## src/rtl/reg_read_sequencer_if.sv

```systemverilog
// Bus between the register read sequencer, the instruction source, the
// register block and the SPI byte buffer. The sequencer sits on the
// slave side; the master modport is for whoever drives instructions
// and read data and consumes bytes.
interface reg_read_sequencer_if;
    logic [7:0]  reg_addr;
    logic        instr_valid_reg_stuff;
    logic        status_reg_read;
    logic        error_reg_read;
    logic [31:0] read_vals;
    logic        reg_valid_read;
    logic [7:0]  byte_out;
    logic        byte_valid;
    logic        byte_ready;
    logic        busy;
    logic        bad_addr;
    logic        timeout_err;

    modport slave (
        input  reg_addr,
        input  instr_valid_reg_stuff,
        input  read_vals,
        input  reg_valid_read,
        input  byte_ready,
        output status_reg_read,
        output error_reg_read,
        output byte_out,
        output byte_valid,
        output busy,
        output bad_addr,
        output timeout_err
    );

    modport master (
        output reg_addr,
        output instr_valid_reg_stuff,
        output read_vals,
        output reg_valid_read,
        output byte_ready,
        input  status_reg_read,
        input  error_reg_read,
        input  byte_out,
        input  byte_valid,
        input  busy,
        input  bad_addr,
        input  timeout_err
    );
endinterface

```

## src/rtl/reg_read_sequencer.sv

```systemverilog
// Register read sequencer: accepts a read instruction for the status
// (8'h00) or error (8'h04) register, strobes the register block, waits
// for the read data (bounded by a timeout that substitutes FILL_WORD),
// then streams the 32-bit word MSB byte first into the SPI byte buffer.
// Every output comes straight from a flop whose next value is derived
// from the next state, so nothing combinational reaches the pins.
module reg_read_sequencer #(
    parameter int unsigned TIMEOUT_CYCLES = 16,
    parameter logic [31:0] FILL_WORD      = 32'hDEAD_BEEF
) (
    input logic                  sysClk,
    input logic                  rst_n,
    reg_read_sequencer_if.slave  bus
);

    typedef enum logic [1:0] {
        IDLE   = 2'd0,
        STROBE = 2'd1,
        WAIT   = 2'd2,
        SEND   = 2'd3
    } state_t;

    // Last legal WAIT count; the counter starts at 0 so this gives
    // exactly TIMEOUT_CYCLES WAIT cycles before the fill word is used.
    localparam logic [7:0] TIMEOUT_LAST = 8'(TIMEOUT_CYCLES - 1);

    state_t      state_q, state_d;
    // Only two addresses are legal, so one bit fully identifies the
    // latched address: 1 selects the error register.
    logic        sel_err_q, sel_err_d;
    logic [7:0]  wait_cnt_q, wait_cnt_d;
    logic [31:0] shift_q, shift_d;
    logic [1:0]  byte_cnt_q, byte_cnt_d;

    logic        status_rd_q, status_rd_d;
    logic        error_rd_q, error_rd_d;
    logic [7:0]  byte_out_q, byte_out_d;
    logic        byte_valid_q, byte_valid_d;
    logic        busy_q, busy_d;
    logic        bad_addr_q, bad_addr_d;
    logic        timeout_err_q, timeout_err_d;

    // Next-state, datapath and registered-output computation.
    always_comb begin
        state_d       = state_q;
        sel_err_d     = sel_err_q;
        wait_cnt_d    = wait_cnt_q;
        shift_d       = shift_q;
        byte_cnt_d    = byte_cnt_q;
        bad_addr_d    = 1'b0;
        timeout_err_d = 1'b0;

        case (state_q)
            IDLE: begin
                if (bus.instr_valid_reg_stuff) begin
                    if (bus.reg_addr == 8'h00 || bus.reg_addr == 8'h04) begin
                        sel_err_d = (bus.reg_addr == 8'h04);
                        state_d   = STROBE;
                    end else begin
                        bad_addr_d = 1'b1;
                    end
                end
            end
            STROBE: begin
                wait_cnt_d = 8'd0;
                state_d    = WAIT;
            end
            WAIT: begin
                if (bus.reg_valid_read) begin
                    shift_d    = bus.read_vals;
                    byte_cnt_d = 2'd0;
                    state_d    = SEND;
                end else if (wait_cnt_q == TIMEOUT_LAST) begin
                    shift_d       = FILL_WORD;
                    byte_cnt_d    = 2'd0;
                    timeout_err_d = 1'b1;
                    state_d       = SEND;
                end else begin
                    wait_cnt_d = wait_cnt_q + 8'd1;
                end
            end
            SEND: begin
                if (bus.byte_ready) begin
                    shift_d    = {shift_q[23:0], 8'h00};
                    byte_cnt_d = byte_cnt_q + 2'd1;
                    if (byte_cnt_q == 2'd3) begin
                        state_d = IDLE;
                    end
                end
            end
            default: state_d = IDLE;
        endcase

        status_rd_d  = (state_d == STROBE) && !sel_err_d;
        error_rd_d   = (state_d == STROBE) && sel_err_d;
        byte_valid_d = (state_d == SEND);
        byte_out_d   = (state_d == SEND) ? shift_d[31:24] : 8'h00;
        busy_d       = (state_d != IDLE);
    end

    // State, datapath and output registers; reset abandons any read.
    always_ff @(posedge sysClk or negedge rst_n) begin
        if (!rst_n) begin
            state_q       <= IDLE;
            sel_err_q     <= 1'b0;
            wait_cnt_q    <= 8'd0;
            shift_q       <= 32'd0;
            byte_cnt_q    <= 2'd0;
            status_rd_q   <= 1'b0;
            error_rd_q    <= 1'b0;
            byte_out_q    <= 8'h00;
            byte_valid_q  <= 1'b0;
            busy_q        <= 1'b0;
            bad_addr_q    <= 1'b0;
            timeout_err_q <= 1'b0;
        end else begin
            state_q       <= state_d;
            sel_err_q     <= sel_err_d;
            wait_cnt_q    <= wait_cnt_d;
            shift_q       <= shift_d;
            byte_cnt_q    <= byte_cnt_d;
            status_rd_q   <= status_rd_d;
            error_rd_q    <= error_rd_d;
            byte_out_q    <= byte_out_d;
            byte_valid_q  <= byte_valid_d;
            busy_q        <= busy_d;
            bad_addr_q    <= bad_addr_d;
            timeout_err_q <= timeout_err_d;
        end
    end

    assign bus.status_reg_read = status_rd_q;
    assign bus.error_reg_read  = error_rd_q;
    assign bus.byte_out        = byte_out_q;
    assign bus.byte_valid      = byte_valid_q;
    assign bus.busy            = busy_q;
    assign bus.bad_addr        = bad_addr_q;
    assign bus.timeout_err     = timeout_err_q;

endmodule
```

## src/flat_wrapper.sv

```systemverilog
// flat-port wrapper written by rule: the top's interface ports become plain ports
module reg_read_sequencer_flat 
#(
    parameter int unsigned TIMEOUT_CYCLES = 16,
    parameter logic [31:0] FILL_WORD      = 32'hDEAD_BEEF
)
  (sysClk, rst_n, bus_reg_addr, bus_instr_valid_reg_stuff, bus_read_vals, bus_reg_valid_read, bus_byte_ready, bus_status_reg_read, bus_error_reg_read, bus_byte_out, bus_byte_valid, bus_busy, bus_bad_addr, bus_timeout_err);
  reg_read_sequencer_if bus_i ();
  input logic sysClk;
  input logic rst_n;
  input wire logic [$bits(bus_i.reg_addr)-1:0] bus_reg_addr;
  input wire logic [$bits(bus_i.instr_valid_reg_stuff)-1:0] bus_instr_valid_reg_stuff;
  input wire logic [$bits(bus_i.read_vals)-1:0] bus_read_vals;
  input wire logic [$bits(bus_i.reg_valid_read)-1:0] bus_reg_valid_read;
  input wire logic [$bits(bus_i.byte_ready)-1:0] bus_byte_ready;
  output wire logic [$bits(bus_i.status_reg_read)-1:0] bus_status_reg_read;
  output wire logic [$bits(bus_i.error_reg_read)-1:0] bus_error_reg_read;
  output wire logic [$bits(bus_i.byte_out)-1:0] bus_byte_out;
  output wire logic [$bits(bus_i.byte_valid)-1:0] bus_byte_valid;
  output wire logic [$bits(bus_i.busy)-1:0] bus_busy;
  output wire logic [$bits(bus_i.bad_addr)-1:0] bus_bad_addr;
  output wire logic [$bits(bus_i.timeout_err)-1:0] bus_timeout_err;
  assign bus_i.reg_addr = bus_reg_addr;
  assign bus_i.instr_valid_reg_stuff = bus_instr_valid_reg_stuff;
  assign bus_i.read_vals = bus_read_vals;
  assign bus_i.reg_valid_read = bus_reg_valid_read;
  assign bus_i.byte_ready = bus_byte_ready;
  assign bus_status_reg_read = bus_i.status_reg_read;
  assign bus_error_reg_read = bus_i.error_reg_read;
  assign bus_byte_out = bus_i.byte_out;
  assign bus_byte_valid = bus_i.byte_valid;
  assign bus_busy = bus_i.busy;
  assign bus_bad_addr = bus_i.bad_addr;
  assign bus_timeout_err = bus_i.timeout_err;
  reg_read_sequencer #(.TIMEOUT_CYCLES(TIMEOUT_CYCLES), .FILL_WORD(FILL_WORD)) u_core (.sysClk(sysClk), .rst_n(rst_n), .bus(bus_i));
endmodule
```

## config.mk

```make
export PLATFORM = sky130hd
export DESIGN_NAME = reg_read_sequencer_flat
export DESIGN_NICKNAME = d
export VERILOG_FILES = /design/src/rtl/reg_read_sequencer_if.sv /design/src/rtl/reg_read_sequencer.sv /design/src/flat_wrapper.sv
export SDC_FILE = /design/constraint.sdc
export NUM_CORES = 1
export LEC_CHECK = 0
export CAP_MARGIN = 10
export CORE_ASPECT_RATIO = 1.75
export CORE_MARGIN = 2
export CORE_UTILIZATION = 30
export DETAILED_ROUTE_END_ITERATION = 16
export GPL_TIMING_DRIVEN = 0
export PLACE_DENSITY = 0.56
export SLEW_MARGIN = 40
export SYNTH_ARGS = -nofsm -noshare
export SYNTH_HDL_FRONTEND = slang
export SYNTH_SLANG_ARGS = --single-unit
export TNS_END_PERCENT = 30
```

## constraint.sdc

```tcl
create_clock -name sysClk -period 3.4 [get_ports sysClk]
set_clock_uncertainty 0.05 [all_clocks]
set_input_delay 0.51 -clock sysClk [delete_from_list [all_inputs] [get_ports sysClk]]
set_output_delay 0.51 -clock sysClk [all_outputs]
set_load 0.05 [all_outputs]
```

==> results.yml, run 1 <==
worst_setup_path:
  required_ns: 3.62
  end_kind: "register"
  startpoint: "bus_byte_ready"
  setup.worst_path.class: "input pin to register"
  crit_path_top_delay_cell: "clkdlybuf4s50_1"
  cp_max_fo: 10
  r2r-start: "u_core.wait_cnt_q[0]"
  cp_slowest_stage_delay_ns: 0.57
  start_kind: "input pin"
  critical_path_arrival_ns: 2.38
  path_cells: "clkdlybuf4s50_1 > inv_1 > nor3_2 > buf_2 > a22oi_1 > nand2_1"
floorplan:
  rows: 45
  die_area_mm2: 0.00967
  num_io_pins: 59
  coreArea_mm2: 0.00867
  die-height_um: 129
  initial_core_util: 0.307
  chipWidth_um: 75.2
sta:
  max-slew-margin-rel: 0.544
  worstMarginPinSlew_ns: 0.679
  finalWorstSetupSlack_ns: 1.24
  fmax_mhz: 464
  report.final.hold_viol_count: 0
  fin_crit_sh: 0.634
  min_period_ns: 2.16
  grt_setup_unrepaired: "false"
  timing.hold.ws_ns: 0.0699
  final-setup-viol-count: 0
  slew_violations: 0
place:
  gp_congestion: 0.763
  place_hpwl_um: 5120
  port_buffers: 57
  dp_slack_ns: 0.893
drt:
  viasPerCell: 5.10
  final_antenna_net_count: 0
  vias: 2280
  wl_per_cell_um: 15.5
  drtPass1Iterations: 4
  drt-total-wl_um: 6910
  drt_iter0_markers: 107
  drc: 0
synth:
  synth_seq_cells: 58
  yosysWarnings: 0
  syn_inst: 256
  synthDistinctLibCells: 44
  syn_area_per_cell_um2: 10.4
  synth_area_mm2: 0.00266
  ys_seq_area_frac: 0.545
  syn_nets: 303
cts:
  cts_setup_buffers: 0
  cts_tree: "built"
  clk_path_buf_depth: 2
  post_cts_resize_count: 0
  cts.sinks: 58
  clock_latency_ns: 0.33
  cts_root_buffer: "clkbuf_16"
  ctsHtreeMaxLevel: 3
  cts_buffers: 9
  clk_pin_slew_ns: 0.05
  hold_buffers: 0
global_route:
  grt_pass1_vias: 2396
  grt_max_degree: 32
  antenna_found_initial: 0
  grt_pass1_wl_um: 11700
  gr-usage-all-layers: 0.162
  grt-ovfl-total: 0
cells_and_area:
  areaGrowthSynthToFinish_pct: 37.8
  antenna_cells: 0
  nFillCells: 879
  drive_gt1_frac: 0.103
  final_nets: 372
  final_util: 0.423
run:
  maxCapViolations: 0
power:
  vdd_drop_max_mv: 0.343
  power_density_mw_per_mm2: 746
  leakage_nw: 1.64
min_path:
  min_path_type: "input pin to asynchronous set/reset pin"
outcome:
  status: "completed"
-- critical path, delay by kind of cell --
kind / cells / cell delay (ns)
buffers and inverters: 3 / 1.10
AO/OA/AOI/OAI: 1 / 0.12
AND/OR/NAND/NOR: 2 / 0.63
-- per-stage QoR --
step	setup TNS [ns]	instance area (um^2)	power, mW	instances
floorplan	0	2660	1.62	256
global placement	-11.84	3380	1.91	430
detailed placement	0	3400	1.93	431
CTS	0	3670	2.76	447
global route	0	3670	2.90	447
finish	0	3670	2.74	447
-- state kept, by name (all words and copies together) (netlist names) --
register and flops:
u_core.wait_cnt_q 8, u_core.bus.error_reg_read 1, u_core.byte_cnt_q 2, u_core.bus.bad_addr 1, u_core.bus.busy 1, u_core.bus.status_reg_read 1
u_core.shift_q 32, u_core.bus.timeout_err 1, u_core.bus.byte_out 8, u_core.bus.byte_valid 1, u_core.state_q 2
-- logic make-up (layout without fill, tap and decap cells) --
group | after synthesis | in the layout | share of synthesized area
compound gates | 90 | 90 | 0.239
simple gates | 76 | 76 | 0.149
flops | 58 | 58 | 0.545
buf+inv | 28 | 102 | 0.0503
fa+ha+maj | 2 | 2 | 0.00940
xor+xnor | 1 | 1 | 0.00329
mux | 1 | 1 | 0.00423
-- where the power goes --
part	internal [mW]	total [mW]	switching (mW)
registers	0.893	1.02	0.124
clock network	0.507	0.821	0.314
logic	0.369	0.898	0.529
total	1.77	2.74	0.967
-- cells in the final DEF, fill, tap and decap left out, types with 7 or more instances in the layout --
| master | synthesis | final |
|---|---|---|
| a21oi_1 | 14 | 14 |
| a221o_1 | 7 | 7 |
| a221oi_1 | 11 | 11 |
| a22o_1 | 10 | 10 |
| a22oi_1 | 9 | 9 |
| clkbuf_1 | 10 | 11 |
| clkbuf_16 | 0 | 9 |
| clkdlybuf4s50_1 | 0 | 56 |
| dfrtp_1 | 58 | 58 |
| inv_1 | 9 | 9 |
| nand2_1 | 30 | 30 |
| nand3_1 | 13 | 13 |
| nor2_1 | 8 | 8 |
| o21ai_0 | 24 | 24 |
-- metal layers --
metal,vias to the layer above,wire length [um],track usage
li1,1094,-,-
met1,1132,2650,0.178
met2,44,3880,0.288
met3,10,244,0.0384
met4,0,132,0.0681
met5,-,0,0
-- area by class of cell --
class	count	area (um^2)	area share
Sequential cell	58	1450	0.396
Timing Repair Buffer	58	588	0.160
Clock inverter	5	30.0	0.00819
Multi-Input combinational cell	170	1080	0.293
Clock buffer	11	243	0.0662
Buffer	19	100	0.0273
Tap cell	117	146	0.0399
Inverter	9	33.8	0.00921
-- Yosys cell counts, drive strengths merged --
library cell / count / area [um^2]
dfrtp: 58 / 1450
nand2: 30 / 113
o21ai: 25 / 125
a21oi: 14 / 70.1
nand3: 13 / 65.1
a221oi: 11 / 96.3
a22o: 10 / 87.6
clkbuf: 10 / 37.5
a22oi: 9 / 67.6
buf: 9 / 62.6
inv: 9 / 33.8
nor2: 8 / 30.0
a221o: 7 / 70.1
nand2b: 5 / 31.3
and3: 4 / 25.0
nor3: 4 / 36.3
o31ai: 3 / 22.5
or3: 3 / 18.8
a32o: 2 / 20.0
ha: 2 / 25.0
nor4: 2 / 18.8
o211ai: 2 / 15.0
o311ai: 2 / 17.5
or4: 2 / 18.8
a211oi: 1 / 12.5
a21o: 1 / 7.51
a2bb2oi: 1 / 8.76
a31oi: 1 / 6.26
and2: 1 / 6.26
mux2: 1 / 11.3
nand4: 1 / 6.26
nor2b: 1 / 6.26
o41ai: 1 / 8.76
or2: 1 / 8.76
or3b: 1 / 11.3
xnor2: 1 / 8.76
-- final timing paths --
kind                       slack (ns)  cells after the start                  to
max in group asynchronous        2.73                      2  u_core.shift_q[28]
min reg2reg                      0.45                      2  u_core.shift_q[17]
max                              1.24                      6  u_core.shift_q[22]
min in group sysClk              0.45                      2  u_core.shift_q[17]
max reg2reg                      1.24                      6  u_core.shift_q[16]
min                              0.07                      1   u_core.shift_q[5]
Power figures use the tool's default switching activity.
==> run 2, diff against run 1 <==
clock period = 2.09 ns   (was 3.4 ns; I/O delays follow)
==> run 2 against run 1 <==
  * Count of clock-buffer cells in the layout did not move
  * Largest cell class unchanged
  * Cell area is 0.78% higher
  * Final cell count increased by 0.22%
==> results.yml, run 2 (same netlist as run 1, synthesis figures left out) <==
power:
  power_density_mw_per_mm2: 1210
  p_int_mw: 2.89
  vdd_drop_max_mv: 0.551
  clkPwrFrac: 0.298
  leakage_nw: 1.66
  combPwrFrac: 0.331
  switching_share: 0.354
  seq_power_share: 0.371
  switchingPower_mw: 1.58
floorplan:
  die_area_mm2: 0.00967
  coreArea_mm2: 0.00867
  chipWidth_um: 75.2
  rows: 45
  die-height_um: 129
  initial_core_util: 0.307
  num_io_pins: 59
drt:
  drt-total-wl_um: 6920
  drt_iter0_markers: 136
  drtPass1Iterations: 4
  vias: 2274
  viasPerCell: 5.08
  final_antenna_net_count: 0
  drc: 0
  wl_per_cell_um: 15.5
cells_and_area:
  final_cell_mix: "dfrtp_1, clkdlybuf4s50_1, nand2_1"
  antenna_cells: 0
  largest_register: "u_core.shift_q"
  drive_gt1_frac: 0.115
  final_nets: 373
  fin_cells: 448
  final_common_cell: "dfrtp_1"
  areaGrowthSynthToFinish_pct: 38.9
  largest_reg_flops: 32
worst_setup_path:
  setup.worst_path.class: "register to register"
  required_ns: 2.24
  end_kind: "register"
  reg2reg_to: "u_core.bus.byte_out[0]"
  cp_max_fo: 10
  critical_path_arrival_ns: 2.14
  start_kind: "register"
  r2r-start: "u_core.wait_cnt_q[0]"
  ff2ff_setup_slack_ns: 0.1
  reg2reg_depth: 6
run:
  maxCapViolations: 0
global_route:
  grtUsageMet3: 0.0384
  grt_pass1_vias: 2402
  grt_pass1_wl_um: 11800
  grt_max_degree: 32
  grt_use_met2: 0.289
  gr-usage-all-layers: 0.162
  grt-ovfl-total: 0
  antenna_found_initial: 0
  grt.busiest_layer: "met2"
  met1_usage: 0.179
place:
  gp_congestion: 0.763
  place_inst: 431
  place_hpwl_um: 5120
  port_buffers: 57
sta:
  report.final.hold_viol_count: 0
  timing.hold.ws_ns: 0.423
  tns_ns: 0
  max-slew-margin-rel: 0.540
  min_period_ns: 1.99
  slew_violations: 0
  fin_crit_sh: 0.953
  grt_setup_unrepaired: "false"
  final-setup-viol-count: 0
  fmax_mhz: 502
  worstMarginPinSlew_ns: 0.685
cts:
  clk_pin_slew_ns: 0.05
  ctsHtreeMaxLevel: 3
  clock_latency_ns: 0.33
  cts_buffers: 9
  clk_path_buf_depth: 2
  cts_root_buffer: "clkbuf_16"
  cts_setup_buffers: 0
  cts.sinks: 58
  cts_tree: "built"
min_path:
  min_path_type: "input pin to asynchronous set/reset pin"
outcome:
  status: "completed"
## run 2: cell types whose count changed in the layout (fill, tap and decap cells not counted)
cell	change
a211oi_2	-1
nor3_4	+1
nor3_2	-1
clkbuf_1	-3
dfrtp_2	+1
a211oi_4	+1
clkbuf_2	+3
dfrtp_1	-1
dlygate4sd3_1	+1
## run 2: per-stage QoR
step                      power [mW]  utilization  area (um^2)  setup WS, ns
after floorplan                 2.63            -         2660         0.309
after global placement          3.11        0.390         3380         -1.32
after detailed placement        3.14        0.392         3400        -0.220
after CTS                       4.50        0.425         3690        0.0212
after global routing            4.75        0.426         3700       0.00194
final                           4.47        0.426         3700        0.0990
## run 2: cell type report
| cell class | count | area [um^2] |
|---|---|---|
| Timing Repair Buffer | 59 | 598 |
| Tap cell | 117 | 146 |
| Multi-Input combinational cell | 170 | 1090 |
| Sequential cell | 58 | 1450 |
| Clock inverter | 5 | 30.0 |
| Clock buffer | 11 | 243 |
| Fill cell | 879 | 4970 |
| Inverter | 9 | 33.8 |
| Buffer | 19 | 104 |
## run 2: power groups by stage
stage          registers, mW  logic [mW]  clock network (mW)
3_5_place_dp            1.67        1.46                   0
2_1_floorplan           1.85       0.784                   0
6_report                1.66        1.48                1.33
4_1_cts                 1.66        1.48                1.36
5_1_grt                 1.70        1.63                1.41
3_3_place_gp            1.66        1.45                   0
## run 2: per-layer routing
layer  share of wire  vias up
met1            0.38     1124
li1                -     1096
met4           0.019        0
met5               0        -
met2            0.57       44
met3           0.036       10
## run 2: timing repair
action,in CTS,in global routing
hold buffers,1,0
endpoints found under the setup margin,29,29
gates resized for setup,1,8
endpoints found under the hold margin,30,0
pin swaps,0,1
gates cloned,0,0
## run 2: how the worst max path moves through the flow
stage | slack, ns | cells past startpoint | to | start
final | 0.1 | 6 | u_core.bus.byte_out[0] | u_core.wait_cnt_q[0]
after global routing | 0.002 | 5 | u_core.shift_q[2] | u_core.wait_cnt_q[4]
after CTS | 0.02 | 7 | u_core.shift_q[22] | u_core.state_q[0]
after detailed placement | -0.22 | 6 | u_core.shift_q[22] | bus_byte_ready
after global placement | -1.32 | 1 | u_core.bus.byte_out[4] | rst_n
after floorplan | 0.31 | 5 | u_core.shift_q[1] | u_core.wait_cnt_q[4]
## run 2: critical path, cell delays in order, from the launching register on
cell and delay [ns]:
dfrtp_1 0.41, ha_1 0.24, and3_1 0.23, a211oi_4 0.43, or3_1 0.17, buf_2 0.24
nor2_1 0.09
